--- src/rtl/ita_gelu_requant.sv ---
// Requantizer behind the GELU stage: multiply by an unsigned eps multiplier,
// apply a rounding arithmetic right shift, add a signed offset and saturate back
// to WI bits. Three-stage valid/ready pipeline with a tile element counter.
module ita_gelu_requant #(
  parameter int IN_W    = 26,
  parameter int WI      = 8,
  parameter int MULT_W  = 8,
  parameter int SHIFT_W = 5,
  parameter int LEN_W   = 16
) (
  input  logic               clk_i,
  input  logic               rst_i,
  input  logic               valid_i,
  output logic               ready_o,
  input  logic [IN_W-1:0]    data_i,
  input  logic [MULT_W-1:0]  mult_i,
  input  logic [SHIFT_W-1:0] shift_i,
  input  logic [WI-1:0]      add_i,
  input  logic [LEN_W-1:0]   len_i,
  output logic               valid_o,
  input  logic               ready_i,
  output logic [WI-1:0]      data_o,
  output logic               last_o
);

  // Product width, plus one guard bit for the rounding add, plus one for the offset add.
  localparam int PW = IN_W + MULT_W + 1;
  localparam int GW = PW + 1;
  localparam int SW = GW + 1;

  localparam logic signed [SW-1:0] C_MAX = SW'(2 ** (WI - 1) - 1);
  localparam logic signed [SW-1:0] C_MIN = -C_MAX - SW'(1);

  // Stage registers.
  logic                      r_v1, r_v2, r_v3;
  logic signed [PW-1:0]      r_s1Prod;
  logic [SHIFT_W-1:0]        r_s1Shift;
  logic signed [WI-1:0]      r_s1Add;
  logic [LEN_W-1:0]          r_s1LenM1;
  logic signed [SW-1:0]      r_s2Sum;
  logic [LEN_W-1:0]          r_s2LenM1;
  logic [WI-1:0]             r_data3;
  logic [LEN_W-1:0]          r_len3;

  // Tile bookkeeping: input side finds tile boundaries, output side counts transfers.
  logic                      r_tileStart;
  logic [LEN_W-1:0]          r_inCnt;
  logic [LEN_W-1:0]          r_lenM1Q;
  logic [LEN_W-1:0]          r_outCnt;

  logic                      w_rdy1, w_rdy2, w_rdy3;
  logic                      w_inFire, w_outFire;
  logic [LEN_W-1:0]          w_lenM1In, w_elemLenM1;
  logic                      w_inLast;
  logic signed [PW-1:0]      w_prodA, w_prodB, w_prod;
  logic signed [GW-1:0]      w_ext, w_bias, w_rnd, w_shr;
  logic signed [SW-1:0]      w_sum;
  logic [WI-1:0]             w_sat;

  // Backpressure chain: a stage can load when empty or when its content leaves this cycle.
  assign w_rdy3    = !r_v3 || ready_i;
  assign w_rdy2    = !r_v2 || w_rdy3;
  assign w_rdy1    = !r_v1 || w_rdy2;
  assign ready_o   = w_rdy1 && !rst_i;
  assign w_inFire  = valid_i && ready_o;
  assign w_outFire = r_v3 && ready_i;

  // Tile length travels with each element as (len-1); a length of zero behaves as one.
  assign w_lenM1In   = (len_i == '0) ? '0 : len_i - LEN_W'(1);
  assign w_elemLenM1 = r_tileStart ? w_lenM1In : r_lenM1Q;
  assign w_inLast    = (r_inCnt == w_elemLenM1);

  // Signed data times zero-extended unsigned multiplier.
  assign w_prodA = PW'($signed(data_i));
  assign w_prodB = PW'({1'b0, mult_i});
  assign w_prod  = w_prodA * w_prodB;

  // Round half toward +inf: add 2^(shift-1) in a widened word, then shift arithmetically.
  assign w_ext  = GW'(r_s1Prod);
  assign w_bias = (r_s1Shift == '0) ? '0 : (GW'(1) << (r_s1Shift - SHIFT_W'(1)));
  assign w_rnd  = w_ext + w_bias;
  assign w_shr  = w_rnd >>> r_s1Shift;
  assign w_sum  = SW'(w_shr) + SW'(r_s1Add);

  // Clamp into the signed WI-bit range.
  assign w_sat = (r_s2Sum > C_MAX) ? C_MAX[WI-1:0] :
                 (r_s2Sum < C_MIN) ? C_MIN[WI-1:0] : r_s2Sum[WI-1:0];

  assign valid_o = r_v3;
  assign data_o  = r_data3;
  assign last_o  = r_v3 && (r_outCnt == r_len3);

  // Stage 1: capture the element with its per-element constants and form the product.
  always_ff @(posedge clk_i) begin
    if (rst_i) begin
      r_v1      <= 1'b0;
      r_s1Prod  <= '0;
      r_s1Shift <= '0;
      r_s1Add   <= '0;
      r_s1LenM1 <= '0;
    end else if (w_rdy1) begin
      r_v1      <= valid_i;
      r_s1Prod  <= w_prod;
      r_s1Shift <= shift_i;
      r_s1Add   <= add_i;
      r_s1LenM1 <= w_elemLenM1;
    end
  end

  // Stage 2: rounding shift and offset add.
  always_ff @(posedge clk_i) begin
    if (rst_i) begin
      r_v2      <= 1'b0;
      r_s2Sum   <= '0;
      r_s2LenM1 <= '0;
    end else if (w_rdy2) begin
      r_v2      <= r_v1;
      r_s2Sum   <= w_sum;
      r_s2LenM1 <= r_s1LenM1;
    end
  end

  // Stage 3: saturate into the output register, which holds while stalled.
  always_ff @(posedge clk_i) begin
    if (rst_i) begin
      r_v3    <= 1'b0;
      r_data3 <= '0;
      r_len3  <= '0;
    end else if (w_rdy3) begin
      r_v3    <= r_v2;
      r_data3 <= w_sat;
      r_len3  <= r_s2LenM1;
    end
  end

  // Input-side tile tracking: sample the length at the first element of each tile.
  always_ff @(posedge clk_i) begin
    if (rst_i) begin
      r_tileStart <= 1'b1;
      r_inCnt     <= '0;
      r_lenM1Q    <= '0;
    end else if (w_inFire) begin
      if (r_tileStart) begin
        r_lenM1Q <= w_lenM1In;
      end
      if (w_inLast) begin
        r_tileStart <= 1'b1;
        r_inCnt     <= '0;
      end else begin
        r_tileStart <= 1'b0;
        r_inCnt     <= r_inCnt + LEN_W'(1);
      end
    end
  end

  // Output element counter, returning to zero when the tile's last element leaves.
  always_ff @(posedge clk_i) begin
    if (rst_i) begin
      r_outCnt <= '0;
    end else if (w_outFire) begin
      if (last_o) begin
        r_outCnt <= '0;
      end else begin
        r_outCnt <= r_outCnt + LEN_W'(1);
      end
    end
  end

endmodule

--- config.mk ---
export PLATFORM = sky130hd
export DESIGN_NAME = ita_gelu_requant
export DESIGN_NICKNAME = d
export VERILOG_FILES = /design/src/rtl/ita_gelu_requant.sv
export SDC_FILE = /design/constraint.sdc
export NUM_CORES = 1
export LEC_CHECK = 0
export CAP_MARGIN = 25
export CORE_ASPECT_RATIO = 1.2
export CORE_MARGIN = 8
export CORE_UTILIZATION = 45
export CTS_CLUSTER_DIAMETER = 200
export DETAILED_ROUTE_END_ITERATION = 7
export GPL_TIMING_DRIVEN = 0
export PLACE_DENSITY_LB_ADDON = 0.15
export SLEW_MARGIN = 25
export SYNTH_ARGS = -nofsm -noshare
export SYNTH_HDL_FRONTEND = slang
export SYNTH_SLANG_ARGS = --single-unit
export TNS_END_PERCENT = 10
--- constraint.sdc ---
create_clock -name clk_i -period 8.5 [get_ports clk_i]
set_input_delay 1.275 -clock clk_i [delete_from_list [all_inputs] [get_ports clk_i]]
set_output_delay 1.275 -clock clk_i [all_outputs]
set_load 0.02 [all_outputs]
## Word level (Yosys, flattened, before mapping)

Index checks and enable logic that the tools add are counted.

- Bits in registers: 193
- Input bits: 67
- Output and inout bits: 11
- Word-level logic and storage cells: 49

- Add/subtract/negate cells: 6
- Multiply operators: 1
- $lt $le $gt $ge: 2
- Eq/ne operators: 2
- Shifts and indexed selects: 2
- Muxes and demuxes: 8
- Reduce and logical (&&, ||, !) cells: 13

Operators by type and width:

| kind | count |
|---|---|
| $mux 16 | 4 |
| $add 36x8->37 | 1 |
| $gt 37x8->1 const B | 1 |
| $lt 37x8->1 const B | 1 |
| $add 35x36->36 | 1 |
| $mux 36 | 1 |
| $shl 1x5->36 const A | 1 |
| $sshr 36x5->36 | 1 |
| $mul 26x9->35 | 1 |
| $add 16x1->16 const B | 2 |
| $eq 16x16->1 | 2 |
| $logic_not 16->1 | 1 |
| $mux 8 | 2 |
| $sub 16x1->16 const B | 1 |
| $logic_not 5->1 | 1 |
| $sub 5x1->5 const B | 1 |
| $logic_and 1x1->1 | 4 |
| $logic_not 1->1 | 4 |
| $logic_or 1x1->1 | 3 |
| $mux 1 | 1 |

## Logic depth before layout (Yosys ltp)

- Depth after elaboration: 6
- Gate-level depth with buffers: 34
- Mapped depth without buffers: 32

## Worst setup path before layout

Ideal clock, no wire load.

- Path kind: reg2reg
- Start: register r_s1Shift[2]
- End: register r_s2Sum[29]
- Data arrival time: 7079 ps
- Required time: 8430 ps
- Setup slack: 1351 ps
- Stages on the path, launching flop included: 33
- Path buffers: 6
- Path through: dfxtp_1 clkbuf_1 clkbuf_1 clkbuf_1 clkbuf_1 buf_1 nand2_1 nor2_1 ha_1 buf_6 and3_4 a221o_1 o2111ai_2 nand2_2 o41ai_2 mux2_2 mux2_2 a222oi_1 mux2_2 o21ai_1 a21o_1 ha_1 nand2_1 nor2_1 a211oi_1 o32a_1 o21ai_0 a21oi_1 o21a_1 o21bai_1 xor2_1 nand2_1 a21oi_1

- Cells in the longest elaborated chain, start to end: 6
- Elaborated cells between the ends (all ways): 7

Ends and longest elaborated chain:

| element | line | RTL |
|---|---|---|
| start, declared | 37 | `logic [SHIFT_W-1:0] r_s1Shift;` |
| start signal, assigned | 104 | `r_s1Shift <= shift_i;` |
| $sub 5x1->5 | 80 | `assign w_bias = (r_s1Shift == '0) ? '0 : (GW'(1) << (r_s1Shift - SHIFT_W'(1)));` |
| $shl 1x5->36 | 80 |  |
| $mux 36 | 80 |  |
| $add 35x36->36 | 81 | `assign w_rnd = w_ext + w_bias;` |
| $sshr 36x5->36 * | 82 | `assign w_shr = w_rnd >>> r_s1Shift;` |
| $add 36x8->37 * | 83 | `assign w_sum = SW'(w_shr) + SW'(r_s1Add);` |
| end signal, assigned | 118 | `r_s2Sum <= w_sum;` |
| end, declared | 40 | `logic signed [SW-1:0] r_s2Sum;` |

Every way passes the cells marked *; elsewhere a longest branch is shown, timed or not.
A chain may end at the register's enable or synchronous reset.

## Worst setup path after layout

- Start: register r_s1Shift[0]
- End: register r_s2Sum[36]

Same word-level chain as after synthesis.

==> impl_metrics.yaml <==
synth:
  synth_commonest_cells: "nand2_1, inv_1, a21oi_1, dfxtp_1, nor2_1"
  synth_nets: 3083
  synth.avg_cell_area_um2: 7.84
  synthAdderAreaFrac_pct: 23.8
  synth_area_leaders: "dfxtp_1, fa_1, ha_1, nand2_1, a21oi_1"
  yosys.area_share.simple_pct: 22.0
  synth-xor-area-share_pct: 6.63
  yosysWarnings: 0
  syn_area_mm2: 0.0213
  synth_edf_count: 0
  synthFlopType: "dfxtp_1"
  yosysSeqAreaShare_pct: 18.2
  async_reset_ff_share_pct: 0
  synth_cell_type_count: 95
  synth_compound_area_share_pct: 18.9
  ys_ff_latch: 193
  syn_inst: 2710
  synth_most_common_cell: "nand2_1"
  synth.area.mux_share_pct: 3.58
  synth_top_family_by_area: "adder cells"
  yosysTopAreaCell: "dfxtp_1"
  netlist.area_leader.share_pct: 18.2
global_routing:
  antenna_found_initial: 1
  grt_max_degree: 31
  gr-total-overflow: 0
  grt_pass1_vias: 19600
  grt_pass1_wl_um: 104000
  grt_use_total_pct: 23.5
critical_path:
  critical_path_required_ps: 8810
  r2r-end: "r_s2Sum[36]"
  cpPeakStageDelay_ps: 500
  slowest_stage: "dfxtp_1"
  worstSetupPathType: "register to register"
  critPathCaptureType: "register"
  reg2reg_from: "r_s1Shift[0]"
  cp.arrival_ps: 8480
  r2r_setup_slack_ps: 330
  crit_path_frequent_cell: "mux2_2"
  cp-start-kind: "register"
  crit_fanout: 10
  rr_worst_depth: 28
clocking:
  clkSinkCount: 193
  clkLatencyLatePin_ps: 470
  clkSlewWorstSetupHoldPaths_ps: 100
  htreeDepth: 4
  postCtsHoldBufs: 0
  cts-buffers-inserted: 17
  cts_buffer_depth: 2
  cts_tree: "done"
  ctsRootBufferMaster: "clkbuf_16"
sta:
  worst_slack_ps: 332
  max_freq_mhz: 122
  setup_viol: 0
  slew-limit-headroom_pct: 29.9
  finalCriticalPeriod_ps: 8170
  finalCritPeriodShare_pct: 96.1
  tightestPinTransition_ps: 1050
  hold_viol_final: 0
  skew_ps: 20.9
  drv_slew: 0
finish:
  drive_above_1_share_pct: 5.32
  nets: 3179
  fillers: 4688
  area_growth_pct: 11.3
  final_util_pct: 50.5
  multi_input_area_mm2: 0.0161
  num_antenna_cells: 0
  register_area_mm2: 0.00387
pwr:
  combPwrFrac_pct: 64.1
  seqPwrFrac_pct: 20.2
  netSwitchingPower_uw: 2720
  power_leakage_uw: 0.0106
  power.internal_uw: 3070
  power_frac_clock_pct: 15.7
  switching_share_pct: 47.0
  p_per_area_mw_per_mm2: 245
  ir_drop_mv: 0.138
routing:
  first_pass_iters: 7
  wl_per_cell_um: 18.6
  routed_wl_um: 64000
  vias: 19200
  drc: 0
  detail-route-antenna-nets: 0
  drt_iter0_markers: 1049
  vias_per_cell: 5.59
placed_design:
  io_buffers: 74
  pre_cts_ws_ps: -1440
  routabilityCongestion: 0.987
  hpwl_um: 53200
floorplan:
  die-area_mm2: 0.0545
  io_pins: 78
  die_h_um: 254
  die_x_um: 214
  core-area_mm2: 0.0468
  start_util_pct: 45.4
  std_cell_rows: 87
min_path:
  hold_end: "r_len3[11]"
  worstHoldPathCells: 2
  worstHoldStart: "r_s2LenM1[11]"
  hold_class: "register to register"
job:
  max-cap-violations: 0
status:
  status: "completed"
cells by family after synthesis:
group                    after synthesis
adder cells (fa/ha/maj)              306
AO/OA/AOI/OAI                        622
flip-flops                           193
AND/OR/NAND/NOR                      985
buffers and inverters                381
multiplexers                          62
other                                  1
XOR/XNOR                             160
placed cells by master, fill, tap and decap left out, drive strengths merged, types with 17 or more instances in the layout:
cell type      instances
nand2                410
inv                  248
a21oi                228
dfxtp                193
nor2                 174
fa                   164
ha                   142
and2                 137
clkbuf               134
o21ai                112
xnor2                 88
clkdlybuf4s50         74
xor2                  72
nor3                  69
a21o                  54
nand3                 53
a211oi                53
mux2i                 39
nand4                 33
buf                   26
o21a                  24
and3                  21
nor4                  19
nand2b                18
a31oi                 17
metal layers:
metal,share of wire (%),wire length [µm],global-route usage (%),vias to the layer above
met5,0.020,13,0,-
met2,50,32200,43.1,447
li1,-,-,-,9411
met3,3.5,2260,2.71,135
met1,42,26600,26.9,9241
met4,4.7,3020,11.6,2
cell type report:
| cell class | count | area share, % |
|---|---|---|
| multi-input combinational | 2136 | 68.0 |
| sequential | 193 | 16.3 |
| inverter | 241 | 3.82 |
| tap | 623 | 3.29 |
| timing repair buffer | 77 | 3.23 |
| buffer | 140 | 2.51 |
| clock buffer | 17 | 1.80 |
| clock inverter | 15 | 1.03 |
stage by stage:
step           area, µm²  total power (µW)  setup TNS (ps)  hold WS, ps  instances
2_1_floorplan      21300              4010               0          432       2710
3_3_place_gp       22800              4800          -22570          438       3407
3_5_place_dp       22800              4860          -24490          446       3407
4_1_cts            23500              5800               0          453       3441
5_1_grt            23700              6350           -28.1          465       3442
6_report           23700              5800               0          454       3442
how the worst max path moves through the flow:
stage	slack, ps	end	start
6_report	330	r_s2Sum[36]	r_s1Shift[0]
5_1_grt	-30	r_s2Sum[36]	r_s1Shift[0]
4_1_cts	1	r_s2Sum[36]	r_s1Shift[0]
3_5_place_dp	-1440	r_s2Sum[35]	r_s1Shift[2]
3_3_place_gp	-1390	r_s2Sum[35]	r_s1Shift[2]
2_1_floorplan	1350	r_s2Sum[29]	r_s1Shift[2]
state kept, by name, indices dropped and copies added, names as in the netlist:
signal and count:
r_s1Shift 5, r_lenM1Q 16, r_tileStart 1, r_len3 16, r_s1LenM1 16, r_s1Prod 35, r_v2 1, r_s1Add 8
data_o 8, valid_o 1, r_inCnt 16, r_outCnt 16, r_v1 1, r_s2Sum 37, r_s2LenM1 16
power groups by stage:
stage               Sequential [µW]  Combinational (µW)  Clock [µW]
floorplan                      1170                2840           0
global placement               1190                3610           0
detailed placement             1190                3670           0
CTS                            1170                3710         922
global route                   1190                4210         956
finish                         1170                3720         908
worst max-delay path: cells and delay by family, from the launching register on:
family | cells | cell delay [ps]
DFF | 1 | 500
buffers and inverters | 3 | 980
adders and majority gates | 2 | 700
AOI/OAI and AO/OA | 12 | 3100
and+or+nand+nor | 8 | 1670
muxes | 3 | 1020
what timing repair did:
action                     CTS  global route
setup endpoints to repair   30            20
pin swaps                    1             1
setup buffers                2             1
gates resized for setup     19            34
Note: power is estimated with default switching activity, not from simulation.
